`config.mk`:
```
export PLATFORM = sky130hd
export DESIGN_NAME = load_extend_unit
export DESIGN_NICKNAME = d
export VERILOG_FILES = /design/src/rtl/load_extend_unit_pkg.sv /design/src/rtl/load_extend_unit_sign_extend.sv /design/src/rtl/load_extend_unit.sv
export SDC_FILE = /design/constraint.sdc
export NUM_CORES = 1
export LEC_CHECK = 0
export ABC_AREA = 1
export CAP_MARGIN = 20
export CORE_ASPECT_RATIO = 2
export CORE_MARGIN = 2
export CORE_UTILIZATION = 40
export DETAILED_ROUTE_END_ITERATION = 10
export PLACE_DENSITY_LB_ADDON = 0.2
export SLEW_MARGIN = 20
export SYNTH_ARGS = -nofsm -noshare
export SYNTH_HDL_FRONTEND = slang
export SYNTH_SLANG_ARGS = --single-unit
export TNS_END_PERCENT = 20
```
`constraint.sdc`:
```
create_clock -name clk -period 1.6 [get_ports clk]
set_input_delay 0.48 -clock clk [delete_from_list [all_inputs] [get_ports clk]]
set_output_delay 0.48 -clock clk [all_outputs]
set_load 0.005 [all_outputs]
```
`src/rtl/load_extend_unit_pkg.sv`:
```
// Shared definitions for the load extract/extend unit.
//   - req_size encodings (byte / half / word / full)
//   - FSM state encoding (IDLE, WAIT_MEM, RESP)
//   - lane_w(): width of a byte-lane index for a given data width
package load_extend_unit_pkg;

  // req_size encodings
  localparam logic [1:0] SIZE_BYTE = 2'b00;
  localparam logic [1:0] SIZE_HALF = 2'b01;
  localparam logic [1:0] SIZE_WORD = 2'b10;
  localparam logic [1:0] SIZE_FULL = 2'b11;

  // FSM state encoding
  typedef logic [1:0] state_t;
  localparam state_t ST_IDLE     = 2'd0;
  localparam state_t ST_WAIT_MEM = 2'd1;
  localparam state_t ST_RESP     = 2'd2;

  // Number of bits needed to index a byte lane of a data_w-bit word.
  function automatic int lane_w(input int data_w);
    return (data_w / 8 > 1) ? $clog2(data_w / 8) : 1;
  endfunction

endpackage

```
`src/rtl/load_extend_unit_sign_extend.sv`:
```
// sign_extend_n: widens an IN_W-bit field to OUT_W bits.
// Ports:
//   data      in  IN_W   field to widen (LSB-aligned)
//   is_signed in  1      1 = replicate field MSB, 0 = pad with zeros
//   result    out OUT_W  widened field
// When OUT_W <= IN_W the field passes through unchanged.
module sign_extend_n #(
  parameter int IN_W  = 8,
  parameter int OUT_W = 32
) (
  input  logic [IN_W-1:0]  data,
  input  logic             is_signed,
  output logic [OUT_W-1:0] result
);

  generate
    if (OUT_W > IN_W) begin : g_widen
      assign result = {{(OUT_W - IN_W){is_signed & data[IN_W-1]}}, data};
    end else begin : g_pass
      // Nothing to extend, so the signedness control has no effect here.
      logic unused_sign;
      assign unused_sign = is_signed;
      assign result      = data[OUT_W-1:0];
    end
  endgenerate

endmodule

```
`src/rtl/load_extend_unit.sv`:
```
// load_extend_unit: accepts a load-extract request (size, signedness, byte
// offset), waits for the memory word, then returns the selected field
// sign- or zero-extended to DATA_W with a one-cycle res_valid strobe.
// Misaligned requests complete immediately with res_misalign=1, res_data=0.
// Ports:
//   clk, reset_n               clock, asynchronous active-low reset
//   req_valid/req_ready        request handshake (ready only in IDLE)
//   req_size/signed/offset     request fields, latched on acceptance
//   mem_valid/mem_rdata        memory word, used only in WAIT_MEM
//   res_valid                  one-cycle result strobe
//   res_data/res_misalign      result and fault flag, held until next result
//   busy                       high whenever the FSM is not IDLE
module load_extend_unit
  import load_extend_unit_pkg::*;
#(
  parameter int DATA_W     = 32,
  parameter bit BIG_ENDIAN = 1'b0
) (
  input  logic                      clk,
  input  logic                      reset_n,
  input  logic                      req_valid,
  output logic                      req_ready,
  input  logic [1:0]                req_size,
  input  logic                      req_signed,
  input  logic [lane_w(DATA_W)-1:0] req_offset,
  input  logic                      mem_valid,
  input  logic [DATA_W-1:0]         mem_rdata,
  output logic                      res_valid,
  output logic [DATA_W-1:0]         res_data,
  output logic                      res_misalign,
  output logic                      busy
);

  localparam int LW    = lane_w(DATA_W);
  localparam int LANES = DATA_W / 8;

  state_t            state_reg, state_next;
  logic [1:0]        size_reg;
  logic              signed_reg;
  logic [LW-1:0]     offset_reg;
  logic [DATA_W-1:0] res_data_reg;
  logic              res_misalign_reg;

  logic              accept;
  logic              misalign_in;
  logic [LW-1:0]     base_lane;
  logic [DATA_W-1:0] shifted;
  logic [DATA_W-1:0] ext_field [3];
  logic [DATA_W-1:0] ext_data;

  function automatic logic is_misaligned(input logic [1:0] size,
                                         input logic [LW-1:0] off);
    case (size)
      SIZE_HALF: return off[0];
      SIZE_WORD: return |off[1:0];
      SIZE_FULL: return |off;
      default:   return 1'b0;
    endcase
  endfunction

  assign req_ready    = (state_reg == ST_IDLE);
  assign busy         = (state_reg != ST_IDLE);
  assign res_valid    = (state_reg == ST_RESP);
  assign res_data     = res_data_reg;
  assign res_misalign = res_misalign_reg;

  assign accept      = req_ready & req_valid;
  assign misalign_in = is_misaligned(req_size, req_offset);

  always_comb begin
    state_next = state_reg;
    case (state_reg)
      ST_IDLE:     if (req_valid) state_next = misalign_in ? ST_RESP : ST_WAIT_MEM;
      ST_WAIT_MEM: if (mem_valid) state_next = ST_RESP;
      ST_RESP:     state_next = ST_IDLE;
      default:     state_next = ST_IDLE;
    endcase
  end

  // The selected field always occupies contiguous lanes. Its lowest lane is
  // the offset itself for little-endian; for big-endian the byte at the
  // offset is the most significant one, so the field ends at lane
  // LANES-1-offset and starts nbytes-1 lanes below it. Alignment guarantees
  // the field never wraps past the top of the word.
  always_comb begin
    int nbytes;
    nbytes = LANES;
    case (size_reg)
      SIZE_BYTE: nbytes = 1;
      SIZE_HALF: nbytes = 2;
      SIZE_WORD: nbytes = 4;
      default:   nbytes = LANES;
    endcase
    if (BIG_ENDIAN) base_lane = LW'(LANES - nbytes - int'(offset_reg));
    else            base_lane = offset_reg;
    shifted = mem_rdata >> {base_lane, 3'b000};
  end

  // One extender per field width: 8, 16, 32 bits.
  genvar gi;
  generate
    for (gi = 0; gi < 3; gi++) begin : g_ext
      sign_extend_n #(
        .IN_W  (8 << gi),
        .OUT_W (DATA_W)
      ) u_ext (
        .data      (shifted[(8 << gi)-1:0]),
        .is_signed (signed_reg),
        .result    (ext_field[gi])
      );
    end
  endgenerate

  // Full size is always at lane 0, so the shifted word is the raw word.
  always_comb begin
    ext_data = shifted;
    case (size_reg)
      SIZE_BYTE: ext_data = ext_field[0];
      SIZE_HALF: ext_data = ext_field[1];
      SIZE_WORD: ext_data = ext_field[2];
      default:   ext_data = shifted;
    endcase
  end

  always_ff @(posedge clk or negedge reset_n) begin
    if (!reset_n) begin
      state_reg        <= ST_IDLE;
      size_reg         <= SIZE_BYTE;
      signed_reg       <= 1'b0;
      offset_reg       <= '0;
      res_data_reg     <= '0;
      res_misalign_reg <= 1'b0;
    end else begin
      state_reg <= state_next;
      if (accept) begin
        size_reg         <= req_size;
        signed_reg       <= req_signed;
        offset_reg       <= req_offset;
        res_misalign_reg <= misalign_in;
        if (misalign_in) res_data_reg <= '0;
      end
      if (state_reg == ST_WAIT_MEM && mem_valid) res_data_reg <= ext_data;
    end
  end

endmodule

```
Word-level counts from Yosys, hierarchy flattened. Index checks and enable logic that the tools add are counted.

Bits in registers: 40. Input bits: 41. Output and inout port bits: 36. Logic and storage cells: 37.

Eq/ne operators: 8. Shifts and indexed selects: 1. Mux-type cells: 9. Bitwise operators: 3. Reduce and logical (&&, ||, !) cells: 10.

Operator list (count): 2-to-1 mux 32 bit (3); one-hot mux 32 bit (2 select lines) (1); right shift 32 x 5 -> 32 bit (1); == test 2 x 1 -> 1 bit, second input constant (3); == test 2 bit, second input constant (3); 2-to-1 mux 2 bit (3); nonzero test 2 bit (3); logical NOT 2 bit (2); != test 2 bit, second input constant (2); one-hot mux 2 bit (2 select lines) (1); AND reduction 2 bit (2); OR reduction 2 bit (2); bitwise AND 1 bit (3); one-hot mux 1 bit (2 select lines) (1); logical AND 1 bit (1).

Depth between registers and ports, before layout. Gate-level depths: netlist of the first run.

Depth in word-level cells: 6. Mapped depth: 10. Mapped depth without buffers: 7.

Modules after synthesis. A second synthesis of the first run with hierarchy kept.

Cells, all modules: 634. Area total of the unflattened synthesis: 3824.9 sq um.

By module, submodules not included: load_extend_unit (times used 1, cells each 536, area each 3104.2 sq um, seq. area each 1001.0 sq um); sign_extend_n (g_ext[0].u_ext ...) (times used 2, cells each 33, area each 240.2 sq um, seq. area each 0.0 sq um); sign_extend_n (g_ext[2].u_ext) (times used 1, cells each 32, area each 240.2 sq um, seq. area each 0.0 sq um).

Worst setup path after synthesis of the first run. Ideal clock, no wire load.

Kind: input to register. From: in req_size[1]. To: reg res_data_reg[31], in the netlist res_data[31]. Library setup time: 0.065 ns. Arrival: 1.217 ns. Data required time: 1.535 ns. Slack: 0.318 ns. Stages on the path: 6. Buffers on the path: 1. Cells stage by stage: o21ai_1 -> nand2_1 -> a21oi_4 -> buf_2 -> nand2_1 -> nand2_1.

Longest elaborated chain between the ends: 5. Elaborated cells between the ends (all ways): 7. Those cells by class: eq/ne: 3; mux: 1; reduce/logical: 3.

RTL lines: from (decl) (line load_extend_unit.sv:23) `input logic [1:0] req_size,`; == test 2 bit (line load_extend_unit.sv:53) `case (size)`; OR reduction 2 bit (no line); one-hot mux 1 bit (2 select lines) * (line load_extend_unit.sv:53); nonzero test 2 bit (no line) *; AND reduction 2 bit (no line) *; to (signal assigned) (line load_extend_unit.sv:142) `if (state_reg == ST_WAIT_MEM && mem_valid) res_data_reg <= ext_data;`; to (decl) (line load_extend_unit.sv:41) `logic [DATA_W-1:0] res_data_reg;`.

Mark *: on every way between the ends. The rest lies on a longest branch, timed or not. A chain may end at the register's enable or synchronous reset.

Final worst setup path of the first run.
From: reg state_reg[0]. To: out res_valid.

Longest elaborated chain between the ends: 1.

RTL lines: from (decl) (line load_extend_unit.sv:37) `state_t state_reg, state_next;`; from (signal assigned) (line load_extend_unit.sv:134) `state_reg <= state_next;`; == test 2 bit (line load_extend_unit.sv:63) `assign res_valid = (state_reg == ST_RESP);`; to (decl) (line load_extend_unit.sv:28) `output logic res_valid,`.

No other way between the ends.

==> flow_metrics.tcl, run 1 <==
set metrics [dict create \
    outcome "finished, final reports clean" \
    relSlewSlack_pct 73.4 \
    timing.critical_path.from "state_reg[0]" \
    floorplan.die_area_um2 6510 \
    sw_frac_of_total_pct 36.7 \
    largest_family_of_logic_cells_by_synthesized_area "simple AND/OR/NAND/NOR gates" \
    number_of_antenna_violations_at_the_first_check_in_global_routing 0 \
    library_cell_used_as_clock_root_buffer "sky130_fd_sc_hd__clkbuf_16" \
    p_sw_mw 1.76 \
    floorplan.initialDensity_pct 41.3 \
    largest_register_ffs 32 \
    synthToLayoutAreaGrowth_pct 44.4 \
    routabilityCongestion 0.805 \
    final_net_count 460 \
    critPathMaxFanout 2 \
    crit_slowest_cell "sky130_fd_sc_hd__dfrtp_1" \
    area_share_of_the_largest_cell_type_after_synthesis_pct 42.8 \
    cp_data_arrival_time_ns 1.08 \
    setup_slack_ns 0.0363 \
    gr-usage-all-layers_pct 20.6 \
    critPathLaunchType "register" \
    fp.coreArea_um2 5660 \
    post_drt_wl_per_cell_um 12.9 \
    wl_um 6200 \
    worst_ep_required_time_ns 1.12 \
    finalWorstPathRequiredPeriod_ns 1.56 \
    worstReg2RegStart "base_lane[1]" \
    post-route-drc-count 0 \
    grt_pass1_wl_um 10600 \
    via_count_of_the_first_global_routing_pass 2311 \
    crit_chain "buf_4, nor2_1, dlygate4sd2_1" \
    tritoncts_num_sinks 40 \
    end_kind "primary output" \
    clk_latency_ns 0.28 \
    vias 2403 \
    timing.critical_path.slowest_cell_delay_ns 0.37 \
    place.detailed.hpwl_um 4600 \
    drive_above_1_share_pct 11.9 \
    synth.mux.area_fraction_pct 0 \
    synth_simple_gate_area_share_pct 38.6 \
    report.final.setup_viol 0 \
    ant_nets 0 \
    synth_edf_count 0 \
    fillCellCount 568 \
    synth.avg_cell_area_um2 7.00 \
    drt_first_pass_iters 5 \
    post_synthesis_sequential_area_ratio_pct 42.8 \
    grt_overflow 0 \
    ys_ff_latch 40 \
    synth_largest_area_cell "sky130_fd_sc_hd__dfrtp_1" \
    synth-adder-area-share_pct 0 \
    synthArstFlopShare_pct 100 \
    xor_and_xnor_area_share_after_synthesis_pct 0 \
    worst-slew-pin-transition_ns 0.400 \
    cap_violations 0 \
    synthMostInstantiatedCell "sky130_fd_sc_hd__nand2_1" \
    port-buffer-count 76 \
    seq_area_um2 1000 \
    multi_input_comb_area_um2 1150 \
    std_cell_rows 39 \
    postCtsHoldBufs 0 \
    synth_area_um2 2340 \
    p_per_area_nw_per_um2 1420 \
    avgViaCountPerCell 5.00 \
    internal_power_mw 3.04 \
    cts.path.max_buffers 2 \
    clock_power_share_pct 23.4 \
    synthesis.yosys.warnings 0 \
    rsz0062_at_grt "no" \
    netlist-cell-type-count 25 \
    die_h_um 112 \
    clkSlewWorstSetupHoldPaths_ns 0.06 \
    synth_top_cells_by_area "sky130_fd_sc_hd__dfrtp_1 (43%), sky130_fd_sc_hd__nand2_1 (28%), sky130_fd_sc_hd__a21oi_1 (6.4%), sky130_fd_sc_hd__nand3_1 (5.6%), sky130_fd_sc_hd__o21ai_0 (2.6%)" \
    cts_tree "built" \
    final.setup.tns_ns 0 \
    timing_hold_violations_final 0 \
    largest_net_degree_at_the_start_of_global_routing 36 \
    die_width_um 58.1 \
    ys_dominant_reg_cell "sky130_fd_sc_hd__dfrtp_1" \
    synthTopCellsByCount "sky130_fd_sc_hd__nand2_1 (177), sky130_fd_sc_hd__dfrtp_1 (40), sky130_fd_sc_hd__a21oi_1 (30), sky130_fd_sc_hd__nand3_1 (26), sky130_fd_sc_hd__o21ai_0 (12)" \
    synth_nets 375 \
    io_pins 77 \
    timing.final.crit_share_pct 97.7 \
    power.share.sequential_pct 32.4 \
    timing_worst_setup_path_type "reg2out" \
    skew_ns 0.00251 \
    power_leakage_nw 1.89 \
    antenna-diode-count 0 \
    fmax_mhz 640 \
    final-max-slew-violation-count 0 \
    min_path_type "in2async" \
    cts_made_buffers 5 \
    placement_stage_worst_setup_slack_ns -0.204 \
    syn-instance-count 334 \
    drt-initial-drc-count 69 \
    max-vdd-ir-drop_mv 1.09 \
    combPwrFrac_pct 44.1 \
    synth_compound_gate_area_share_pct 10.5 \
    timing.hold.ws_ns 0.121 \
    h_tree_depth 2 \
]
==> per-layer routing <==
layer	vias to the layer above	GRT usage (%)	part of all wire, %
li1	1232	-	-
met1	1095	25.6	40
met2	71	36.1	54
met3	5	3.34	4.6
met4	0	5.89	1.1
met5	-	0	0
==> cells in the final DEF (no fill, tap or decap), types with 3 or more instances in the layout <==
cell / instances
sky130_fd_sc_hd__nand2_1: 177
sky130_fd_sc_hd__dfrtp_1: 40
sky130_fd_sc_hd__clkdlybuf4s50_1: 39
sky130_fd_sc_hd__dlygate4sd2_1: 34
sky130_fd_sc_hd__a21oi_1: 30
sky130_fd_sc_hd__nand3_1: 26
sky130_fd_sc_hd__buf_4: 19
sky130_fd_sc_hd__o21ai_0: 12
sky130_fd_sc_hd__inv_1: 7
sky130_fd_sc_hd__clkbuf_16: 5
sky130_fd_sc_hd__inv_2: 4
sky130_fd_sc_hd__buf_12: 4
sky130_fd_sc_hd__nand3_2: 3
==> metrics by stage <==
| step | power [mW] | instances | instance area [um^2] | util, % |
|---|---|---|---|---|
| final | 4.79 | 481 | 3380 | 59.6 |
| after global routing | 5.20 | 481 | 3380 | 59.6 |
| after CTS | 4.85 | 480 | 3380 | 59.7 |
| after detailed placement | 3.90 | 469 | 3230 | 57.1 |
| after global placement | 3.87 | 469 | 3230 | 57.1 |
| after floorplan | 2.84 | 334 | 2340 | - |
==> cells by family after synthesis <==
kind of cell	count (synthesis)
AOI/OAI and AO/OA	46
and+or+nand+nor	214
DFF	40
buffers and inverters	34
==> worst max-delay path: cells and delay by family, from the launching register on <==
family	cells	cell delay (ns)
flops	1	0.37
buf+inv	2	0.36
simple gates	1	0.08
==> worst paths after layout <==
path	to	slack (ns)	cells after the start
worst max-delay path	res_valid	0.04	3
worst min-delay path	res_data[31]	0.12	1
worst max register to register	res_data[16]	0.21	6
worst min register to register	res_data[0]	0.46	2
max in group asynchronous	res_data[16]	1.02	2
min in group clk	res_data[0]	0.46	2
==> repair_timing <==
action | CTS | global route
resized for setup | 39 | 2
setup endpoints to repair | 36 | 2
endpoints found under the hold margin | 0 | 0
buffers inserted | 3 | 1
pin swaps | 0 | 1
==> area by class of cell <==
| cell class | instances | share of cell area (%) |
|---|---|---|
| flip-flops and latches | 40 | 29.7 |
| clock buffers | 5 | 3.71 |
| multi-input cells | 260 | 34.0 |
| well taps | 61 | 2.26 |
| clock inverters | 3 | 1.26 |
| repair buffers | 99 | 27.4 |
| inverters | 13 | 1.67 |
==> power groups by stage <==
stage / Combinational (mW) / Sequential, mW / Clock [mW]
floorplan: 1.28 / 1.56 / 0
global placement: 2.29 / 1.58 / 0
detailed placement: 2.32 / 1.59 / 0
CTS: 2.14 / 1.56 / 1.15
global route: 2.39 / 1.60 / 1.21
finish: 2.11 / 1.56 / 1.12
(Power assumes the default switching activity.)
==> inputs of run 2 (changes only) <==
--- a/config.mk
+++ b/config.mk
@@ -10,7 +10,9 @@
 export CORE_ASPECT_RATIO = 2
 export CORE_MARGIN = 2
 export CORE_UTILIZATION = 40
+export CTS_BUF_LIST = sky130_fd_sc_hd__clkbuf_4
 export DETAILED_ROUTE_END_ITERATION = 10
+export MAX_ROUTING_LAYER = met4
 export PLACE_DENSITY_LB_ADDON = 0.2
 export SLEW_MARGIN = 20
 export SYNTH_ARGS = -nofsm -noshare
==> flow_metrics.tcl, run 2 (synthesis results as in run 1) <==
set metrics [dict create \
    outcome "finished, violations left" \
    failed_checks "negative setup slack" \
    floorplan.initialDensity_pct 41.3 \
    port-buffer-count 76 \
    vias 2412 \
    worstPathBufferInverterCount 4 \
    crit_chain "buf_6, inv_4, nand2_4, inv_2, clkbuf_2" \
    drt-initial-drc-count 67 \
    antenna-diode-count 0 \
    p_total_mw 4.36 \
    final.setup.tns_ns -0.00905 \
    cts_made_buffers 5 \
    final_net_count 461 \
    drive_above_1_share_pct 12.6 \
    crit_slowest_cell "sky130_fd_sc_hd__dfrtp_1" \
    reg_to_reg_end "res_data[16]" \
    largest_register_ffs 32 \
    layout_commonest_cell "sky130_fd_sc_hd__nand2_1" \
    min_path_type "in2async" \
    timing_worst_setup_path_type "reg2out" \
    r2r_slack_ns 0.22 \
    end_kind "primary output" \
    std_cell_rows 39 \
    timing.critical_path.from "state_reg[0]" \
    drt_first_pass_iters 4 \
    die_h_um 112 \
    worst-slew-pin-transition_ns 0.399 \
    timing_hold_violations_final 0 \
    rr_worst_depth 6 \
    post_drt_wl_per_cell_um 12.9 \
    relSlewSlack_pct 73.4 \
    fillCellCount 580 \
    p_per_area_nw_per_um2 1320 \
    number_of_antenna_violations_at_the_first_check_in_global_routing 0 \
    fmax_mhz 621 \
    timing.final.crit_share_pct 101 \
    timing.hold.ws_ns 0.0414 \
    floorplan.die_area_um2 6510 \
    max-vdd-ir-drop_mv 0.961 \
    cap_violations 0 \
    largest_net_degree_at_the_start_of_global_routing 36 \
    cts_tree "built" \
    setup_slack_ns -0.00905 \
    cp_data_arrival_time_ns 1.13 \
    critPathMaxFanout 3 \
    gr-usage-all-layers_pct 21.2 \
    fp.coreArea_um2 5660 \
    timing.critical_path.slowest_cell_delay_ns 0.42 \
    post-route-drc-count 0 \
    cpLargestDelayFamily "flip-flops" \
    clkSlewWorstSetupHoldPaths_ns 0.12 \
    cts.path.max_buffers 2 \
    report.final.setup_viol 1 \
    critPathLaunchType "register" \
    ant_nets 0 \
    clk_latency_ns 0.34 \
    wl_um 6210 \
    tritoncts_num_sinks 40 \
    postCtsHoldBufs 0 \
    place.detailed.hpwl_um 4600 \
    synthToLayoutAreaGrowth_pct 41.4 \
    via_count_of_the_first_global_routing_pass 2287 \
    final-max-slew-violation-count 0 \
    die_width_um 58.1 \
    grt_pass1_wl_um 10600 \
    worstReg2RegStart "base_lane[1]" \
    io_pins 77 \
    skew_ns 0.00328 \
    finalWorstPathRequiredPeriod_ns 1.61 \
    grt_overflow 0 \
    routabilityCongestion 0.817 \
    avgViaCountPerCell 5.00 \
    worst_ep_required_time_ns 1.12 \
    rsz0062_at_grt "yes" \
    power_leakage_nw 1.85 \
    h_tree_depth 2 \
    mostFrequentLayoutCells "sky130_fd_sc_hd__nand2_1 (177), sky130_fd_sc_hd__dfrtp_1 (40), sky130_fd_sc_hd__clkdlybuf4s50_1 (39)" \
    library_cell_used_as_clock_root_buffer "sky130_fd_sc_hd__clkbuf_4" \
]
[run 2: final cells by class]
class / count / area, um^2 / area share [%]
clock buffers: 5 / 37.5 / 1.14
well taps: 61 / 76.3 / 2.31
clock inverters: 3 / 42.5 / 1.29
inverters: 13 / 58.8 / 1.78
repair buffers: 100 / 937 / 28.3
multi-input cells: 260 / 1150 / 34.9
flip-flops and latches: 40 / 1000 / 30.3
[run 2: power breakdown]
| group | total [mW] | leakage, nW | internal, mW | switching [mW] |
|---|---|---|---|---|
| Combinational | 2.14 | 1.28 | 0.971 | 1.17 |
| Sequential | 1.55 | 0.529 | 1.35 | 0.204 |
| Clock | 0.672 | 0.0412 | 0.326 | 0.346 |
[run 2: worst register-to-register path, delay by kind of cell (launching register included)]
family                 cells  cell delay (ns)
AND/OR/NAND/NOR            5             0.65
flip-flops                 1             0.44
buffers and inverters      1             0.19
[run 2: layer usage]
layer / vias to the layer above / GRT usage [%] / part of all wire, %
met5: - / - / 0
met1: 1105 / 26.3 / 40
met4: 0 / 6.36 / 1.4
met2: 70 / 35.5 / 55
li1: 1230 / - / -
met3: 7 / 2.30 / 4.2
[run 2: worst max path at each step]
| stage | to | cells past startpoint |
|---|---|---|
| 2_1_floorplan | res_data[31] | 6 |
| 3_3_place_gp | res_data[31] | 7 |
| 3_5_place_dp | res_data[19] | 7 |
| 4_1_cts | req_ready | 5 |
| 5_1_grt | req_ready | 5 |
| 6_report | req_ready | 5 |
[run 2: repair_timing]
action                                  4_1_cts  5_1_grt
gates resized for setup                      45        5
buffers inserted                              5        1
pin swaps                                     1        1
endpoints found under the setup margin       36        3
[run 2: stage by stage]
step / util (%) / std cells / setup WS [ns] / instance area [um^2]
finish: 58.4 / 482 / -0.00905 / 3310
global route: 58.4 / 482 / -0.0835 / 3310
CTS: 58.3 / 482 / -0.118 / 3300
detailed placement: 57.1 / 469 / -0.204 / 3230
global placement: 57.1 / 469 / -0.171 / 3230
floorplan: - / 334 / 0.318 / 2340
